--- src/rtl/dispatch_queue_if.sv ---
`default_nettype none
// ============================================================================
// Module   : dispatch_queue_if
// Brief    : Handshake bundle between the decoder, the dispatch queue and the
//            reservation stations / ROB.
// Revision : 1.0 - initial release
// ============================================================================
interface dispatch_queue_if #(
    parameter int DEPTH     = 4,
    parameter int PAYLOAD_W = 64
);
    localparam int c_CNT_W = $clog2(DEPTH) + 1;

    logic                 flush;
    logic                 enq_valid;
    logic                 enq_ready;
    logic [1:0]           enq_station;
    logic                 enq_station_req;
    logic                 enq_rob_write;
    logic [PAYLOAD_W-1:0] enq_payload;
    logic [3:0]           rs_ready;
    logic                 rob_ready;
    logic                 deq_valid;
    logic                 deq_fire;
    logic [1:0]           deq_station;
    logic                 deq_station_req;
    logic                 deq_rob_write;
    logic [PAYLOAD_W-1:0] deq_payload;
    logic [c_CNT_W-1:0]   count;
    logic [15:0]          stall_cycles;

    modport master (
        output flush, enq_valid, enq_station, enq_station_req, enq_rob_write,
               enq_payload, rs_ready, rob_ready,
        input  enq_ready, deq_valid, deq_fire, deq_station, deq_station_req,
               deq_rob_write, deq_payload, count, stall_cycles
    );

    modport slave (
        input  flush, enq_valid, enq_station, enq_station_req, enq_rob_write,
               enq_payload, rs_ready, rob_ready,
        output enq_ready, deq_valid, deq_fire, deq_station, deq_station_req,
               deq_rob_write, deq_payload, count, stall_cycles
    );
endinterface
`default_nettype wire

--- src/rtl/dispatch_queue.sv ---
`default_nettype none
// ============================================================================
// Module   : dispatch_queue
// Brief    : In-order bundle FIFO from decode to reservation stations / ROB,
//            with flush and a saturating head-stall counter.
// Revision : 1.0 - initial release
// ============================================================================
module dispatch_queue #(
    parameter int DEPTH     = 4,
    parameter int PAYLOAD_W = 64
) (
    input  wire logic       clk,
    input  wire logic       reset_n,
    dispatch_queue_if.slave dq
);
    localparam int                c_PTR_W = $clog2(DEPTH);
    localparam int                c_CNT_W = c_PTR_W + 1;
    localparam logic [c_CNT_W-1:0] c_FULL  = c_CNT_W'(DEPTH);

    logic [PAYLOAD_W-1:0] r_payload [DEPTH];
    logic [1:0]           r_station [DEPTH];
    logic                 r_sreq    [DEPTH];
    logic                 r_rwr     [DEPTH];

    logic [c_PTR_W-1:0] r_head;
    logic [c_PTR_W-1:0] r_tail;
    logic [c_CNT_W-1:0] r_count;
    logic [15:0]        r_stall;

    logic w_full;
    logic w_valid;
    logic w_enq;
    logic w_fire;

    // Status is derived only from registered state: no enq->deq or deq->enq bypass.
    assign w_full  = (r_count == c_FULL);
    assign w_valid = (r_count != '0);
    assign w_enq   = dq.enq_valid && !w_full && !dq.flush;
    assign w_fire  = w_valid && !dq.flush
                   && (!r_rwr[r_head]  || dq.rob_ready)
                   && (!r_sreq[r_head] || dq.rs_ready[r_station[r_head]]);

    assign dq.enq_ready       = !w_full;
    assign dq.deq_valid       = w_valid;
    assign dq.deq_fire        = w_fire;
    assign dq.deq_station     = r_station[r_head];
    assign dq.deq_station_req = r_sreq[r_head];
    assign dq.deq_rob_write   = r_rwr[r_head];
    assign dq.deq_payload     = r_payload[r_head];
    assign dq.count           = r_count;
    assign dq.stall_cycles    = r_stall;

    // Entry storage carries no reset; contents are qualified by r_count.
    always_ff @(posedge clk) begin
        if (w_enq) begin
            r_payload[r_tail] <= dq.enq_payload;
            r_station[r_tail] <= dq.enq_station;
            r_sreq[r_tail]    <= dq.enq_station_req;
            r_rwr[r_tail]     <= dq.enq_rob_write;
        end
    end

    always_ff @(posedge clk or negedge reset_n) begin
        if (!reset_n) begin
            r_head  <= '0;
            r_tail  <= '0;
            r_count <= '0;
        end else if (dq.flush) begin
            r_head  <= '0;
            r_tail  <= '0;
            r_count <= '0;
        end else begin
            if (w_enq) begin
                r_tail <= r_tail + 1'b1;
            end
            if (w_fire) begin
                r_head <= r_head + 1'b1;
            end
            case ({w_enq, w_fire})
                2'b10:   r_count <= r_count + 1'b1;
                2'b01:   r_count <= r_count - 1'b1;
                default: r_count <= r_count;
            endcase
        end
    end

    // Flush cycles are not counted as stalls even though the head is not fired.
    always_ff @(posedge clk or negedge reset_n) begin
        if (!reset_n) begin
            r_stall <= '0;
        end else if (w_valid && !w_fire && !dq.flush && (r_stall != 16'hFFFF)) begin
            r_stall <= r_stall + 16'd1;
        end
    end
endmodule
`default_nettype wire

--- src/flat_wrapper.sv ---
// flat-port wrapper written by rule: the top's interface ports become plain ports
module dispatch_queue_flat 
#(
    parameter int DEPTH     = 4,
    parameter int PAYLOAD_W = 64
)
  (clk, reset_n, dq_flush, dq_enq_valid, dq_enq_station, dq_enq_station_req, dq_enq_rob_write, dq_enq_payload, dq_rs_ready, dq_rob_ready, dq_enq_ready, dq_deq_valid, dq_deq_fire, dq_deq_station, dq_deq_station_req, dq_deq_rob_write, dq_deq_payload, dq_count, dq_stall_cycles);
  dispatch_queue_if #(.DEPTH(DEPTH), .PAYLOAD_W(PAYLOAD_W)) dq_i ();
  input  wire logic clk;
  input  wire logic reset_n;
  input wire logic [$bits(dq_i.flush)-1:0] dq_flush;
  input wire logic [$bits(dq_i.enq_valid)-1:0] dq_enq_valid;
  input wire logic [$bits(dq_i.enq_station)-1:0] dq_enq_station;
  input wire logic [$bits(dq_i.enq_station_req)-1:0] dq_enq_station_req;
  input wire logic [$bits(dq_i.enq_rob_write)-1:0] dq_enq_rob_write;
  input wire logic [$bits(dq_i.enq_payload)-1:0] dq_enq_payload;
  input wire logic [$bits(dq_i.rs_ready)-1:0] dq_rs_ready;
  input wire logic [$bits(dq_i.rob_ready)-1:0] dq_rob_ready;
  output wire logic [$bits(dq_i.enq_ready)-1:0] dq_enq_ready;
  output wire logic [$bits(dq_i.deq_valid)-1:0] dq_deq_valid;
  output wire logic [$bits(dq_i.deq_fire)-1:0] dq_deq_fire;
  output wire logic [$bits(dq_i.deq_station)-1:0] dq_deq_station;
  output wire logic [$bits(dq_i.deq_station_req)-1:0] dq_deq_station_req;
  output wire logic [$bits(dq_i.deq_rob_write)-1:0] dq_deq_rob_write;
  output wire logic [$bits(dq_i.deq_payload)-1:0] dq_deq_payload;
  output wire logic [$bits(dq_i.count)-1:0] dq_count;
  output wire logic [$bits(dq_i.stall_cycles)-1:0] dq_stall_cycles;
  assign dq_i.flush = dq_flush;
  assign dq_i.enq_valid = dq_enq_valid;
  assign dq_i.enq_station = dq_enq_station;
  assign dq_i.enq_station_req = dq_enq_station_req;
  assign dq_i.enq_rob_write = dq_enq_rob_write;
  assign dq_i.enq_payload = dq_enq_payload;
  assign dq_i.rs_ready = dq_rs_ready;
  assign dq_i.rob_ready = dq_rob_ready;
  assign dq_enq_ready = dq_i.enq_ready;
  assign dq_deq_valid = dq_i.deq_valid;
  assign dq_deq_fire = dq_i.deq_fire;
  assign dq_deq_station = dq_i.deq_station;
  assign dq_deq_station_req = dq_i.deq_station_req;
  assign dq_deq_rob_write = dq_i.deq_rob_write;
  assign dq_deq_payload = dq_i.deq_payload;
  assign dq_count = dq_i.count;
  assign dq_stall_cycles = dq_i.stall_cycles;
  dispatch_queue #(.DEPTH(DEPTH), .PAYLOAD_W(PAYLOAD_W)) u_core (.clk(clk), .reset_n(reset_n), .dq(dq_i));
endmodule
--- config.mk ---
export PLATFORM = sky130hd
export DESIGN_NAME = dispatch_queue_flat
export DESIGN_NICKNAME = d
export VERILOG_FILES = /design/src/rtl/dispatch_queue_if.sv /design/src/rtl/dispatch_queue.sv /design/src/flat_wrapper.sv
export SDC_FILE = /design/constraint.sdc
export NUM_CORES = 1
export LEC_CHECK = 0
export CORE_UTILIZATION = 30
export DETAILED_ROUTE_END_ITERATION = 16
export PLACE_DENSITY = 0.46
export RECOVER_POWER = 50
export SETUP_SLACK_MARGIN = 0.1
export SLEW_MARGIN = 20
export SYNTH_ARGS = -nofsm -noshare
export SYNTH_HDL_FRONTEND = slang
export SYNTH_SLANG_ARGS = --single-unit
--- constraint.sdc ---
create_clock -name clk -period 5.45 [get_ports clk]
set_input_delay 1.3625 -clock clk [delete_from_list [all_inputs] [get_ports clk]]
set_output_delay 1.3625 -clock clk [all_outputs]
set_load 0.02 [all_outputs]
=== Word-level counts from Yosys, hierarchy flattened ===
Memory sizes are Yosys's and may differ from the RTL's.
Index checks and enable logic that the tools add are counted.

* Memories: 4
* Register bits: 23
* Output and inout bits: 90
* Word-level logic and storage cells: 47
* Bits of input ports: 77
* Bits in writable memories: 272

* Equality and inequality tests: 4
* Muxes and demuxes: 10
* Add/sub/neg operators: 5
* Magnitude comparators: 1
* Reductions and logical operators: 19

{| class="wikitable"
|+ Memories
! memory !! words !! width !! rd ports !! clocked after memory_dff !! write ports !! line !! source
|-
| u_core.r_payload || 4 || 64 || 1 || 0 || 1 || dispatch_queue.sv:20 || <nowiki>logic [PAYLOAD_W-1:0] r_payload [DEPTH];</nowiki>
|-
| u_core.r_station || 4 || 2 || 1 || 0 || 1 || dispatch_queue.sv:21 || <nowiki>logic [1:0] r_station [DEPTH];</nowiki>
|-
| u_core.r_rwr || 4 || 1 || 1 || 0 || 1 || dispatch_queue.sv:23 || <nowiki>logic r_rwr [DEPTH];</nowiki>
|-
| u_core.r_sreq || 4 || 1 || 1 || 0 || 1 || dispatch_queue.sv:22 || <nowiki>logic r_sreq [DEPTH];</nowiki>
|}

{| class="wikitable"
|+ Operator list
! kind !! number
|-
| $add A16 B1 Y16 const B || 1
|-
| $ne A16 B16 Y1 const B || 1
|-
| $logic_and A1 B1 Y1 || 8
|-
| $mux W2 || 4
|-
| $pmux W3 S2 || 1
|-
| $reduce_bool A3 Y1 || 2
|-
| $logic_not A1 Y1 || 5
|-
| $add A2 B1 Y2 const B || 2
|-
| $reduce_bool A2 Y1 || 2
|-
| $add A3 B1 Y3 const B || 1
|-
| $eq A3 B3 Y1 const B || 1
|-
| $lt A2 B3 Y1 const B || 1
|-
| $mux W1 || 3
|-
| $mux W3 || 1
|-
| $sub A3 B1 Y3 const B || 1
|-
| $bmux W1 S2 || 1
|-
| $eq A2 B1 Y1 const B || 1
|-
| $eq A2 B2 Y1 const B || 1
|-
| $logic_or A1 B1 Y1 || 2
|}

=== Logic depth before layout (Yosys ltp) ===
An unclocked memory read counts as a cell.

* Word-level depth: 9
* Gate-level depth with buffers: 11
* Depth with buffers taken out: 9

=== Least setup slack after synthesis ===
OpenSTA, ideal clock, no wires.

* Path type: input to register
* From: in dq_enq_valid
* To: mem u_core.r_payload[0][0], enable pin
* Stages: 4
* Path slack: 1.366 ns
* Buffers on the path: 1
* Library setup time: 0.433 ns
* Required time: 5.017 ns
* Arrival time: 3.651 ns
* Path through: clkbuf_1 nand2_1 nor2_1 and2_1

* Cells in the longest elaborated chain, start to end: 4

{| class="wikitable"
|+ Ends and longest elaborated chain
! what !! line !! source
|-
| start, declared || flat_wrapper.sv:12 || <nowiki>input wire logic [$bits(dq_i.enq_valid)-1:0] dq_enq_valid;</nowiki>
|-
| $logic_and A1 B1 Y1 (2 in series) || dispatch_queue.sv:38 || <nowiki>assign w_enq = dq.enq_valid && !w_full && !dq.flush;</nowiki>
|-
| $mux W1 || dispatch_queue.sv:55 || <nowiki>if (w_enq) begin</nowiki>
|-
| $mux W1 (not written as such) || dispatch_queue.sv:56 || <nowiki>r_payload[r_tail] <= dq.enq_payload;</nowiki>
|-
| end, declared || dispatch_queue.sv:20 ||
|}

Every way passes these cells.

=== Worst setup path in the final report ===
* From: reg u_core.r_head[0]
* To: out dq_deq_fire

* Cells in the longest elaborated chain, start to end: 5

{| class="wikitable"
|+ Ends and longest elaborated chain
! what !! line !! source
|-
| start, declared || dispatch_queue.sv:25 || <nowiki>logic [c_PTR_W-1:0] r_head;</nowiki>
|-
| start signal, assigned || dispatch_queue.sv:77 || <nowiki>r_head <= r_head + 1'b1;</nowiki>
|-
| $mem_v2 Z4 W2 or $mem_v2 Z4 W1 (tied branches) || n/a ||
|-
| $bmux W1 S2 or $logic_not A1 Y1 (tied branches) || dispatch_queue.sv:41, dispatch_queue.sv:40 ||
|-
| $mux W1 (not written as such) or $logic_or A1 B1 Y1 (tied branches) || dispatch_queue.sv:41, dispatch_queue.sv:40 ||
|-
| $logic_or A1 B1 Y1 or $logic_and A1 B1 Y1 (tied branches) || dispatch_queue.sv:41, dispatch_queue.sv:40 ||
|-
| $logic_and A1 B1 Y1 * || dispatch_queue.sv:41 || <nowiki>&& (!r_sreq[r_head] || dq.rs_ready[r_station[r_head]]);</nowiki>
|-
| end, declared || flat_wrapper.sv:21 || <nowiki>output wire logic [$bits(dq_i.deq_fire)-1:0] dq_deq_fire;</nowiki>
|}

Every way passes the cells marked *; elsewhere a longest branch is shown, timed or not. The select of a mux whose other input is x is not followed.

==> run_results.csv <==
group,metric,value,unit
routing,vias,5639,
logic_synthesis,synth.distinct_cells,42,
power,powerDensity,429,nW/um2
timing,final_hold_viol_count,0,
worst_setup_path,r2r_slack,1.52,ns
timing,period_share,0.908,
cts,clockBufferDepth,3,
timing,drv_slew,43,
logic_synthesis,synth-main-ff-cell,"edfxtp_1",
worst_setup_path,criticalPathCategory,"reg2out",
timing,slew_headroom,-0.704,
outcome,violations,"max-capacitance violations, max-slew violations",
logic_synthesis,netlist_instances,495,
cts,clk_latency,0.51,ns
final_layout,n_fill_cell,3298,
logic_synthesis,ys_ff_latch,295,
worst_setup_path,endpoint,"dq_deq_fire",
worst_setup_path,crit_arrival,3.59,ns
global_route,track_usage,0.131,
final_layout,layout_common_cells,"272 x edfxtp_1, 88 x dlygate4sd3_1, 77 x clkdlybuf4s50_1, 68 x mux4_2, 35 x clkbuf_16",
worst_setup_path,path_cells,"mux4_2 -> mux2_1 -> o221ai_1 -> clkbuf_1 -> nor2_1 -> clkdlybuf4s50_1",
final_layout,areaGrowthSynthToFinish,29.9,%
logic_synthesis,synth_top_area_frac,0.731,
cts,cts_buffers,34,
power,p_total,6230,uW
cts,hold_buffers,0,
final_layout,fin_nets,766,
cts,cts.clk_slew.worst_paths,0.06,ns
outcome,status,"finished with violations",
worst_setup_path,cp.required,4.09,ns
floorplan,rows,70,
worst_setup_path,regToRegStartpoint,"u_core.dq.count[0]",
final_layout,layout_commonest_cell,"edfxtp_1",
timing,max_freq,202,MHz
logic_synthesis,yosys.area.top_type,"edfxtp_1",
place,place.gp.congestion,0.762,
hold_path,hold_path.class,"reg2reg",
timing,finClkSkew,0.0145,ns
routing,wl_per_cell,20.9,um
routing,first_pass_iters,4,
final_layout,final_core_util,0.397,
worst_setup_path,start_kind,"flop",
floorplan,dieArea,38000,um2
routing,ant_nets,0,
logic_synthesis,syn_area,11200,um2
cts,cts.sinks,295,
floorplan,die_width,195,um
timing,tightestPinTransition,2.56,ns
cts,ctsHtreeMaxLevel,2,
routing,routed_wl,24600,um
global_route,grt_pass1_vias,6207,
floorplan,core,36600,um2
final_layout,final_cell_area,14500,um2
logic_synthesis,postSynth.asyncResetShare,0.0780,
global_route,grt_first_pass_wirelength,37700,um
logic_synthesis,synth-edff-count,272,
place,portBuffers,166,
logic_synthesis,synth_nets,578,
global_route,antenna_found_initial,9,
hold_path,hold_depth,1,
place,post_dp_cell_area,13400,um2
floorplan,die_h,195,um
timing,fin_setup_tns,0,ns
final_layout,final_cells,1181,
final_layout,drive_above_1_share,0.189,
floorplan,io-pin-count,167,
logic_synthesis,seq_area_frac_synth,0.782,
floorplan,initial_utilization,0.305,
worst_setup_path,startpoint,"u_core.r_head[0]",
timing,layout_min_cycle_time,4.95,ns
global_route,grt_max_degree,47,
cts,postCtsSetupBuffers,0,
worst_setup_path,max_stage_delay,0.84,ns
power,vdd_ir_drop_max,257,uV
routing,viasPerCell,4.77,
cts,post_cts_resized,0,
place,dp_cells,1115,
worst_setup_path,critPathCaptureType,"output port",
place,post-dp-hpwl,14600,um
cts,root_buffer,"clkbuf_16",
logic_synthesis,avgSynthCellArea,22.6,um2
timing,finalSetupViolations,0,
power,leakage,0.00476,uW
logic_synthesis,ys_warn_count,0,
cts,cts_tree,"yes",
worst_setup_path,path_max_fanout,29,
global_route,overflow,0,
routing,drcViolationCount,0,
routing,drtIter0Drc,246,
run,drv_cap,1,
worst_setup_path,crit_path_top_delay_cell,"dfrtp_4",
timing,rsz0062_at_grt,"no",
logic_synthesis,synth_area_leaders,"edfxtp_1 73%, mux4_2 14%, dfrtp_1 5.1%, xor2_1 1.1%, ha_1 0.56%",
worst_setup_path,r2r-end,"u_core.r_payload[3][19]",
worst_setup_path,reg2regPathDepth,5,
[report_power, final]
group / total [uW] / switching (uW) / internal [uW]
sequential: 2740 / 116 / 2620
clock: 2220 / 890 / 1330
combinational: 1280 / 656 / 621
total: 6230 / 1660 / 4570
[cell type report]
type                    instances  area, um2  area share
well taps                     468        586      0.0403
inverters                       2       7.51    0.000517
diodes                          4       10.0    0.000689
clock buffers                  42        902      0.0621
flip-flops and latches        295       8750       0.603
multi-input cells             175       2300       0.158
repair buffers                175       1770       0.122
clock inverters                20        195      0.0134
[flip-flops by register name (all words and copies together), names as in the netlist]
name / cells
u_core.dq.stall_cycles: 16
u_core.r_rwr: 4
u_core.r_tail: 2
u_core.r_station: 8
u_core.r_payload: 256
u_core.r_sreq: 4
u_core.r_head: 2
u_core.dq.count: 3
[how the worst min path moves through the flow]
stage | startpoint | to | slack, ns
after floorplan | u_core.r_tail[1] | u_core.r_tail[1] | 0.54
after global placement | u_core.dq.stall_cycles[10] | u_core.dq.stall_cycles[10] | 0.48
after detailed placement | u_core.dq.stall_cycles[10] | u_core.dq.stall_cycles[10] | 0.49
after CTS | u_core.dq.stall_cycles[10] | u_core.dq.stall_cycles[10] | 0.50
after global routing | u_core.dq.stall_cycles[13] | u_core.dq.stall_cycles[13] | 0.51
final | u_core.dq.stall_cycles[10] | u_core.dq.stall_cycles[10] | 0.49
[metrics by stage]
step                      setup slack, ns  hold slack, ns
after global routing                0.306           0.513
after global placement              0.961           0.476
final                               0.499           0.493
after detailed placement            0.940           0.486
after floorplan                      1.37           0.543
after CTS                           0.652           0.498
[critical path: cells and delay by family, from the launching register on]
kind                   cells  cell delay (ns)
muxes                      2             0.98
DFF                        1             0.84
and+or+nand+nor            1             0.10
AOI/OAI and AO/OA          1             0.20
buffers and inverters      2             0.95
[cells by family (layout without fill, tap and decap cells)]
| family | count (synthesis) | after routing | share of synthesized area |
|---|---|---|---|
| AO/OA/AOI/OAI | 12 | 12 | 0.00761 |
| XOR/XNOR | 16 | 16 | 0.0125 |
| adder cells (fa/ha/maj) | 6 | 6 | 0.00739 |
| buffers and inverters | 25 | 239 | 0.0105 |
| flip-flops | 295 | 295 | 0.782 |
| multiplexers | 72 | 72 | 0.141 |
| other | 0 | 4 | 0 |
| AND/OR/NAND/NOR | 69 | 69 | 0.0384 |
[synth_stat cells, types with 2 or more instances]
cell / instances
nand3_1: 7
or3_1: 2
buf_1: 6
xnor2_1: 2
nor3_1: 4
and2_1: 4
nand4_1: 8
nand4b_1: 4
clkbuf_1: 13
nor2b_1: 2
inv_1: 2
xor2_1: 14
nor4_1: 7
o2111ai_1: 2
a21oi_1: 3
mux4_2: 68
dfrtp_1: 23
edfxtp_1: 272
ha_1: 5
nor4b_1: 3
and4_1: 2
nor2_1: 8
buf_6: 3
mux2_2: 2
nand2b_1: 5
nand2_1: 8
[routing by layer]
layer,GRT usage,vias up,part of all wire
met1,0.155,2951,0.40
met3,0.0487,44,0.080
met5,0,-,0.0020
met2,0.222,170,0.50
li1,-,2466,-
met4,0.0394,8,0.020
Note: power is estimated with default switching activity, not from simulation.
